`src/rtl/output_assignment_pkg.sv`:
```
// Shared constants and types for the registered adder.
// Configuration: OUTPUT_ASSIGNMENT_SAT_EN selects saturating instead of wrapping results.
package output_assignment_pkg;

    localparam int WIDTH_DEFAULT = 32;

    typedef struct packed {
        logic                     carry;
        logic [WIDTH_DEFAULT-1:0] value;
    } result_t;

    localparam logic [WIDTH_DEFAULT-1:0] SAT_ONES = '1;

endpackage

```
`src/rtl/output_assignment_adder.sv`:
```
// Purely combinational unsigned adder producing the WIDTH-bit sum and its carry-out.
module output_assignment_adder
    import output_assignment_pkg::*;
#(
    parameter int WIDTH = WIDTH_DEFAULT
) (
    input  logic [WIDTH-1:0] a,
    input  logic [WIDTH-1:0] b,
    output logic [WIDTH-1:0] sum,
    output logic             carry
);

    logic [WIDTH:0] full_sum;

    // One extra bit keeps the carry-out without a separate compare.
    always_comb begin
        full_sum = {1'b0, a} + {1'b0, b};
    end

    assign sum   = full_sum[WIDTH-1:0];
    assign carry = full_sum[WIDTH];

endmodule

```
`src/rtl/output_assignment.sv`:
```
// Registered adder top: sum/carry from the adder, optional saturation, output registers.
// Configuration: define OUTPUT_ASSIGNMENT_SAT_EN to clamp y to all-ones on carry-out.
module output_assignment
    import output_assignment_pkg::*;
#(
    parameter int WIDTH = WIDTH_DEFAULT
) (
    input  logic             clk,
    input  logic             rst,
    input  logic [WIDTH-1:0] a,
    input  logic [WIDTH-1:0] b,
    output logic [WIDTH-1:0] y,
    output logic             ovf,
    output logic             y_valid
);

    // No handshake: a and b are taken on every rising edge and the result appears
    // on y/ovf one edge later; y_valid marks results computed after reset release.

    logic [WIDTH-1:0] sum;
    logic             carry;

    logic [WIDTH-1:0] y_d, y_q;
    logic             ovf_d, ovf_q;
    logic             y_valid_d, y_valid_q;

    output_assignment_adder #(
        .WIDTH (WIDTH)
    ) u_adder (
        .a     (a),
        .b     (b),
        .sum   (sum),
        .carry (carry)
    );

    always_comb begin
        y_d       = sum;
        ovf_d     = carry;
        y_valid_d = 1'b1;
`ifdef OUTPUT_ASSIGNMENT_SAT_EN
        if (carry) begin
            y_d = '1;
        end
`endif
    end

    always_ff @(posedge clk or posedge rst) begin
        if (rst) begin
            y_q       <= '0;
            ovf_q     <= 1'b0;
            y_valid_q <= 1'b0;
        end else begin
            y_q       <= y_d;
            ovf_q     <= ovf_d;
            y_valid_q <= y_valid_d;
        end
    end

    assign y       = y_q;
    assign ovf     = ovf_q;
    assign y_valid = y_valid_q;

endmodule

```
`config.mk`:
```
export PLATFORM = sky130hd
export DESIGN_NAME = output_assignment
export DESIGN_NICKNAME = d
export VERILOG_FILES = /design/src/rtl/output_assignment_pkg.sv /design/src/rtl/output_assignment_adder.sv /design/src/rtl/output_assignment.sv
export SDC_FILE = /design/constraint.sdc
export NUM_CORES = 1
export LEC_CHECK = 0
export CAP_MARGIN = 20
export CORE_MARGIN = 2
export CORE_UTILIZATION = 32
export DETAILED_ROUTE_END_ITERATION = 10
export GPL_ROUTABILITY_DRIVEN = 0
export GPL_TIMING_DRIVEN = 1
export PLACE_DENSITY = 0.66
export SLEW_MARGIN = 20
export SYNTH_ARGS = -nofsm -noshare
export SYNTH_HDL_FRONTEND = slang
export SYNTH_SLANG_ARGS = --single-unit
```
`constraint.sdc`:
```
create_clock -name clk -period 1.9 [get_ports clk]
set_input_delay 0.38 -clock clk [delete_from_list [all_inputs] [get_ports clk]]
set_output_delay 0.38 -clock clk [all_outputs]
set_load 0.01 [all_outputs]
```
==> results.json, run 1 <==
{
  "design_area_sq_mm": 0.00541,
  "start_kind": "input port",
  "required_ns": 2.04,
  "synth-simple-area-share_pct": 14.3,
  "synth_top_area_share_pct": 31.0,
  "synth_ff_type": "dfrtp_1",
  "post-route-period-util_pct": 104,
  "grt_pass1_wl_mm": 15.5,
  "num-fill-cells": 651,
  "yosys_warnings": 0,
  "htreeDepth": 2,
  "die_w_microns": 96.6,
  "cpPeakStageDelay_ns": 0.35,
  "critical_path_class": "in2reg",
  "cts.clk_slew.worst_paths_ns": 0.07,
  "drc": 0,
  "chipHeight_microns": 96.6,
  "ys_seq_elements": 34,
  "period_needed_ns": 1.98,
  "synth_fa_ha_area_share_pct": 15.3,
  "portBuffers": 99,
  "crit_slowest_cell": "or2_2",
  "synth.distinct_cells": 55,
  "synth-compound-area-share_pct": 27.2,
  "die_area_sq_mm": 0.00934,
  "fin_cells": 612,
  "total_power_mw": 3.42,
  "synth_area_sq_mm": 0.00275,
  "place_area_sq_mm": 0.00466,
  "rows": 33,
  "synth_mux_area_share_pct": 0.775,
  "min_path_type": "in2reg",
  "core_sq_mm": 0.00826,
  "violations": "setup timing",
  "run_status": "complete, but fails checks",
  "synth_cells": 304,
  "rsz0062_at_grt": "yes",
  "cts.sinks": 34,
  "cts_tree": "done",
  "cp-end-kind": "flip-flop",
  "dr.pass1.iters": 5,
  "cts_hold_buffers": 0,
  "synth_most_common_cell": "dfrtp_1",
  "pin_count": 100,
  "synth_common_cells": "34 x dfrtp_1, 32 x ha_1, 31 x a21oi_1",
  "dp_hpwl_mm": 6.79,
  "setup_viol": 5,
  "syn_nets": 403,
  "final_max_slew_viol_count": 0,
  "hold_viol_final": 0,
  "drv_cap": 0,
  "dp_cells": 578,
  "nets": 605,
  "fmax_mhz": 505,
  "cts-root-buf": "clkbuf_8",
  "synth_top_family_by_area": "compound AO/OA/AOI/OAI gates",
  "dp_slack_ns": -0.854,
  "yosysTopAreaCell": "dfrtp_1",
  "drtIter0Drc": 201,
  "synthArstFlopShare_pct": 100,
  "antenna_left": 0,
  "wl_mm": 9.58,
  "synth-edff-count": 0,
  "area_growth_syn_to_layout_pct": 97.1,
  "viasPerCell": 5.20,
  "peakVddDrop_uv": 329,
  "grt_pass1_vias": 3285,
  "grt_start_max_net_pins": 35,
  "synth_xor_xnor_area_share_pct": 8.61,
  "routedWlPerCell_microns": 15.7,
  "avgSynthCellArea_sq_um": 9.03,
  "clockBufferDepth": 2,
  "drive_gt1_share_pct": 47.5,
  "p_leak_nw": 2.31,
  "worstPathMaxFanout": 5,
  "power.density_mw_per_mm2": 632,
  "cts_made_buffers": 5,
  "synth_area_leaders": "dfrtp_1 31%, ha_1 15%, a21oi_1 5.7%",
  "worstPathArrival_ns": 2.13,
  "layout_setup_ws_ns": -0.0806,
  "antenna_cells": 0,
  "vias": 3180,
  "whs_path_depth": 2,
  "start_util_pct": 33.2,
  "seq_area_frac_synth_pct": 31.0,
  "track_usage_pct": 19.9,
  "grt_overflow": 0,
  "antenna_found_initial": 0,
  "cp_cell_sequence": "clkdlybuf4s15_1, ha_4, a21oi_1, nand2_1, or2_2, a31oi_1, o21ai_0, xor2_1"
}
## flip-flops by register name, indices dropped and copies added, names as in the netlist
signal   flops
y           32
y_valid      1
ovf          1
## kinds of logic (layout without fill, tap and decap cells)
logic type / count (synthesis) / after routing
xor+xnor: 27 / 27
fa+ha+maj: 33 / 33
compound gates: 107 / 107
simple gates: 81 / 81
flops: 34 / 34
buf+inv: 19 / 222
other cells: 1 / 1
mux: 2 / 2
## path summary, 6_finish.rpt
kind                       start  endpoint
max                         b[4]      y[9]
min                         a[0]      y[0]
max in group asynchronous    rst     y[12]
min in group asynchronous    rst       ovf
## per-stage QoR
stage / utilization (%) / TNS [ns] / hold slack [ns]
after floorplan: - / -0.658 / 0.508
after global placement: 56.5 / -15.45 / 0.808
after detailed placement: 56.5 / -16.09 / 0.823
after CTS: 63.2 / -0.288 / 0.299
after global routing: 65.5 / -0.873 / 0.292
final: 65.5 / -0.175 / 0.309
## layout make-up
cell class	count	area, sq um	area share [%]
multi-input cells	251	2570	47.5
repair buffers	204	1710	31.6
clock buffers	5	68.8	1.27
clock inverters	3	40.0	0.740
inverters	10	37.5	0.694
flip-flops and latches	34	851	15.7
well taps	105	131	2.43
## report_power, final
part | total (mW) | switching [mW] | internal [mW]
Combinational | 1.83 | 0.805 | 1.02
Clock | 0.671 | 0.285 | 0.387
Sequential | 0.923 | 0.0493 | 0.873
## timing repair
| item | in CTS | in global routing |
|---|---|---|
| setup endpoints to repair | 25 | 19 |
| buffers inserted | 20 | 6 |
| pin swaps | 82 | 48 |
| gates resized for setup | 172 | 76 |
## layout by cell type, fill, tap and decap left out, types with 9 or more instances in the layout
cell,synthesis,layout
a21o_1,12,12
a21oi_1,31,17
buf_4,0,99
buf_6,0,16
clkbuf_2,1,14
clkdlybuf4s15_1,0,10
clkdlybuf4s50_1,0,42
dfrtp_1,34,34
dlygate4sd2_1,0,15
ha_4,0,28
inv_1,10,10
nand2_1,21,16
nand3_1,13,10
nor2_1,21,15
o211ai_1,9,9
xnor2_1,15,14
xor2_1,12,12
## worst max-delay path, delay by kind of cell
kind / cells / cell delay, ns
compound gates: 3 / 0.62
simple gates: 2 / 0.48
fa+ha+maj: 1 / 0.27
buf+inv: 1 / 0.20
xor+xnor: 1 / 0.18
## layer usage
| metal | part of all wire, % | track usage (%) |
|---|---|---|
| met5 | 0 | 0 |
| met4 | 2.7 | 6.28 |
| met3 | 5.2 | 4.12 |
| met2 | 52 | 35.8 |
| met1 | 40 | 23.5 |
No activity file was read; power rests on OpenSTA's default activity.
==> run 2: changes to the inputs <==
- MAX_ROUTING_LAYER: unset -> met4
==> run 2 against run 1 <==
  * The run still ends with setup timing left
  * First-iteration DRC count is 4.0% lower
  * Sequential share of layout area stayed put
  * Highest routed layer unchanged
  * Worst setup slack worse by 0.011 ns
  * Cell count stayed put
  * Sequential power hardly changed
  * Power hardly changed
==> results.json, run 2 (synthesis gave the netlist of run 1 again) <==
{
  "run_status": "complete, but fails checks",
  "violations": "setup timing",
  "post-route-period-util_pct": 105,
  "dr.pass1.iters": 6,
  "clockBufferDepth": 2,
  "total_power_mw": 3.42,
  "core_sq_mm": 0.00826,
  "antenna_left": 0,
  "dp_slack_ns": -0.854,
  "peakVddDrop_uv": 332,
  "min_path_type": "in2reg",
  "final_max_slew_viol_count": 0,
  "cp_cell_sequence": "clkdlybuf4s15_1, ha_4, a21oi_1, nand2_1, or2_2, a31oi_1, o21ai_0, xor2_1",
  "critical_path_class": "in2reg",
  "start_util_pct": 33.2,
  "drive_gt1_share_pct": 47.5,
  "wl_mm": 9.57,
  "die_w_microns": 96.6,
  "fmax_mhz": 502,
  "num-fill-cells": 651,
  "cts.clk_slew.worst_paths_ns": 0.08,
  "grt_pass1_vias": 3277,
  "holdWs_ns": 0.306,
  "chipHeight_microns": 96.6,
  "worstPathArrival_ns": 2.14,
  "die_area_sq_mm": 0.00934,
  "fin_util_pct": 65.5,
  "cts_tree": "done",
  "vias": 3191,
  "rsz0062_at_grt": "yes",
  "final_common_cell": "buf_4",
  "critPathLaunch": "b[4]",
  "setup_tns_ns": -0.181,
  "hold_viol_final": 0,
  "worstPathMaxFanout": 5,
  "cts_made_buffers": 5,
  "required_ns": 2.04,
  "layout_setup_ws_ns": -0.0912,
  "routedWlPerCell_microns": 15.6,
  "rows": 33,
  "drc": 0,
  "power.density_mw_per_mm2": 632,
  "portBuffers": 99,
  "start_kind": "input port",
  "viasPerCell": 5.21,
  "pin_count": 100,
  "htreeDepth": 2,
  "cts_hold_buffers": 0,
  "setup_viol": 6,
  "grt_overflow": 0,
  "nets": 605,
  "grt_start_max_net_pins": 35,
  "crit_slowest_cell": "or2_2",
  "drv_cap": 0,
  "track_usage_pct": 20.5,
  "largest_register_ffs": 32,
  "area_growth_syn_to_layout_pct": 97.1,
  "cp-endpoint": "y[9]",
  "p_leak_nw": 2.31,
  "dp_hpwl_mm": 6.79,
  "period_needed_ns": 1.99,
  "cp-end-kind": "flip-flop",
  "cts-root-buf": "clkbuf_8",
  "cpPeakStageDelay_ns": 0.35,
  "cts.sinks": 34,
  "grt_pass1_wl_mm": 15.5,
  "mostFrequentLayoutCells": "99 x buf_4, 42 x clkdlybuf4s50_1, 34 x dfrtp_1",
  "drtIter0Drc": 193,
  "antenna_found_initial": 0,
  "antenna_cells": 0
}
[run 2: worst min path at each step]
stage               from    to  slack (ns)  cells past startpoint
finish              a[0]  y[0]        0.31                      2
global route        a[0]  y[0]        0.29                      2
CTS                 a[0]  y[0]        0.30                      2
detailed placement   rst  y[1]        0.82                      3
global placement     rst  y[1]        0.81                      3
floorplan           b[0]  y[0]        0.51                      1
[run 2: area by class of cell]
| class | count | area [sq um] | area share (%) |
|---|---|---|---|
| clock buffer | 5 | 68.8 | 1.27 |
| clock inverter | 3 | 40.0 | 0.740 |
| sequential | 34 | 851 | 15.7 |
| inverter | 10 | 37.5 | 0.694 |
| multi-input combinational | 251 | 2570 | 47.5 |
| tap | 105 | 131 | 2.43 |
| timing repair buffer | 204 | 1710 | 31.6 |
[run 2: worst max-delay path, delay by kind of cell]
kind	cells	cell delay, ns
AOI/OAI and AO/OA	3	0.62
and+or+nand+nor	2	0.47
adders and majority gates	1	0.27
buffers and inverters	1	0.20
xor gates and xnor gates	1	0.19
[run 2: power breakdown]
group          internal, mW  total [mW]  switching [mW]
Combinational          1.02        1.83           0.806
Clock                 0.386       0.670           0.284
Sequential            0.873       0.922          0.0491
[run 2: what timing repair did]
| item | in CTS | in global routing |
|---|---|---|
| endpoints found under the setup margin | 25 | 19 |
| resized for setup | 172 | 76 |
| pin swaps | 82 | 48 |
| buffers inserted | 20 | 6 |
[run 2: through the flow]
step,cells,instance area [sq um]
final,612,5410
after global routing,612,5410
after CTS,606,5220
after detailed placement,578,4660
after global placement,578,4660
after floorplan,304,3030
[run 2: layer usage]
layer,track usage [%],vias to the layer above,share of wire [%]
met1,23.6,1485,40
met4,6.28,0,2.7
met2,35.8,130,52
met3,4.12,27,5.3
li1,-,1549,-
met5,-,-,0
==> run 3: changes to the inputs <==
- CTS_BUF_LIST: unset -> sky130_fd_sc_hd__clkbuf_16
- PLACE_DENSITY: 0.66 -> 0.68
- clock period: 1.9 -> 1.7 ns (I/O delays scaled with it)
==> run 3 against run 2 <==
  * Worst setup slack worse by 0.33 ns
  * Core utilization is 4.1 points higher
  * Combinational power is 22% higher
  * Worst hold slack worse by 0.012 ns
  * Sequential share of layout area is 0.93 points lower
  * The flow still finishes with violations (setup timing)
  * First-iteration DRC count is 18% lower
  * Critical path type unchanged
  * Clock-buffer cell count stayed put
  * Routed wire length is 11% higher
==> results.json, run 3 (synthesis gave the netlist of run 1 again) <==
{
  "pin_count": 100,
  "cts.clk_slew.worst_paths_ns": 0.05,
  "worstPathMaxFanout": 2,
  "routed-wl-met3_microns": 480,
  "start_util_pct": 33.2,
  "chipHeight_microns": 96.6,
  "final_common_cell": "buf_4",
  "cts_made_buffers": 5,
  "required_ns": 1.88,
  "grt_start_max_net_pins": 35,
  "mostFrequentLayoutCells": "104 x buf_4, 37 x clkdlybuf4s50_1, 34 x dfrtp_1",
  "power.density_mw_per_mm2": 712,
  "cts_tree": "done",
  "internal_power_mw": 2.74,
  "top_layer": "met4",
  "min_path_type": "in2reg",
  "drc": 0,
  "core_sq_mm": 0.00826,
  "dp_slack_ns": -1.00,
  "cpPeakStageDelay_ns": 0.38,
  "run_status": "complete, but fails checks",
  "antenna_cells": 0,
  "whs_path_depth": 2,
  "cp-end-kind": "flip-flop",
  "holdCritStartpoint": "a[0]",
  "hold_viol_final": 0,
  "dp_hpwl_mm": 7.09,
  "antenna_found_initial": 0,
  "peakVddDrop_uv": 556,
  "pwr-share-seq_pct": 25.3,
  "period_needed_ns": 2.12,
  "die_w_microns": 96.6,
  "p_leak_nw": 2.44,
  "layout_setup_ws_ns": -0.423,
  "wl_mm": 10.6,
  "area_growth_syn_to_layout_pct": 109,
  "die_area_sq_mm": 0.00934,
  "multiInputGateArea_sq_mm": 0.00273,
  "power_frac_comb_pct": 54.3,
  "track_usage_pct": 22.1,
  "htreeDepth": 2,
  "total_power_mw": 4.10,
  "clockBufferDepth": 2,
  "violations": "setup timing",
  "setup_viol": 21,
  "drive_gt1_share_pct": 55.9,
  "p_sw_mw": 1.35,
  "cpMostUsedCell": "o211ai_1",
  "wl_met2_mm": 5.70,
  "grt_pass1_wl_mm": 16.7,
  "fmax_mhz": 471,
  "viasPerCell": 5.31,
  "antenna_left": 0,
  "drtIter0Drc": 158,
  "seqCellArea_sq_um": 851,
  "grt_overflow": 0,
  "nets": 623,
  "drv_cap": 0,
  "num-fill-cells": 578,
  "largest_register_ffs": 32,
  "clkPwrFrac_pct": 20.3,
  "cts.sinks": 34,
  "dr.pass1.iters": 4,
  "rsz0062_at_grt": "yes",
  "routedWlPerCell_microns": 16.9,
  "min_to": "y[0]",
  "start_kind": "input port",
  "worstPathArrival_ns": 2.30,
  "critical_path_class": "in2reg",
  "final_max_slew_viol_count": 0,
  "cp_cell_sequence": "buf_6, ha_4, fa_2, a211oi_4, o211ai_1, buf_4, a21o_1, o2111ai_2, o211ai_1, xnor2_1",
  "switching_share_pct": 33.0,
  "grt_pass1_vias": 3475,
  "vias": 3340,
  "cts-root-buf": "clkbuf_16",
  "wl_met1_mm": 4.19,
  "rows": 33,
  "portBuffers": 99,
  "crit_slowest_cell": "fa_2",
  "post-route-period-util_pct": 125
}
-- run 3: layer usage --
| layer | vias up | track usage [%] |
|---|---|---|
| met4 | 0 | 6.28 |
| li1 | 1571 | - |
| met2 | 127 | 41.3 |
| met5 | - | - |
| met3 | 24 | 3.32 |
| met1 | 1618 | 24.3 |
-- run 3: final cells by class --
cell class                 count  share of cell area, %
multi-input combinational    251                   47.5
timing repair buffer         222                   32.4
sequential                    34                   14.8
tap                          105                   2.28
clock buffer                   5                   2.18
inverter                      10                  0.653
clock inverter                 2                  0.131
-- run 3: metrics by stage --
| step | setup TNS [ns] | utilization [%] | area [sq um] | hold slack, ns | std cells |
|---|---|---|---|---|---|
| finish | -4.12 | 69.6 | 5750 | 0.294 | 629 |
| global route | -5.65 | 69.6 | 5750 | 0.292 | 629 |
| CTS | -2.69 | 68.0 | 5620 | 0.281 | 622 |
| detailed placement | -21.14 | 58.1 | 4800 | 0.719 | 583 |
| global placement | -20.23 | 58.1 | 4800 | 0.710 | 583 |
| floorplan | -2.70 | - | 3110 | 0.468 | 304 |
-- run 3: worst max path at each step --
stage,start,depth (start not counted),to,slack [ns]
after detailed placement,a[0],9,y[28],-1.00
after global routing,b[0],10,y[30],-0.48
after global placement,a[0],9,y[28],-0.95
after CTS,b[0],10,y[18],-0.31
final,b[0],10,y[30],-0.42
after floorplan,a[0],8,y[28],-0.37
-- run 3: timing repair --
item                                    in CTS  in global routing
setup buffers                               33                 12
hold buffers                                 0                  0
endpoints found under the setup margin      29                 23
gates resized for setup                    309                 32
pin swaps                                   96                 39
-- run 3: worst max-delay path: cells and delay by family --
kind | cells | cell delay [ns]
XOR/XNOR | 1 | 0.22
AO/OA/AOI/OAI | 5 | 0.91
buffers and inverters | 2 | 0.29
adder cells (fa/ha/maj) | 2 | 0.54
-- run 3: power groups by stage --
stage          logic (mW)  registers [mW]  clock network [mW]
6_report             2.23            1.04               0.832
5_1_grt              2.37            1.05               0.887
4_1_cts              2.09            1.04               0.841
3_5_place_dp         1.77            1.05                   0
3_3_place_gp         1.74            1.05                   0
2_1_floorplan       0.768            1.13                   0
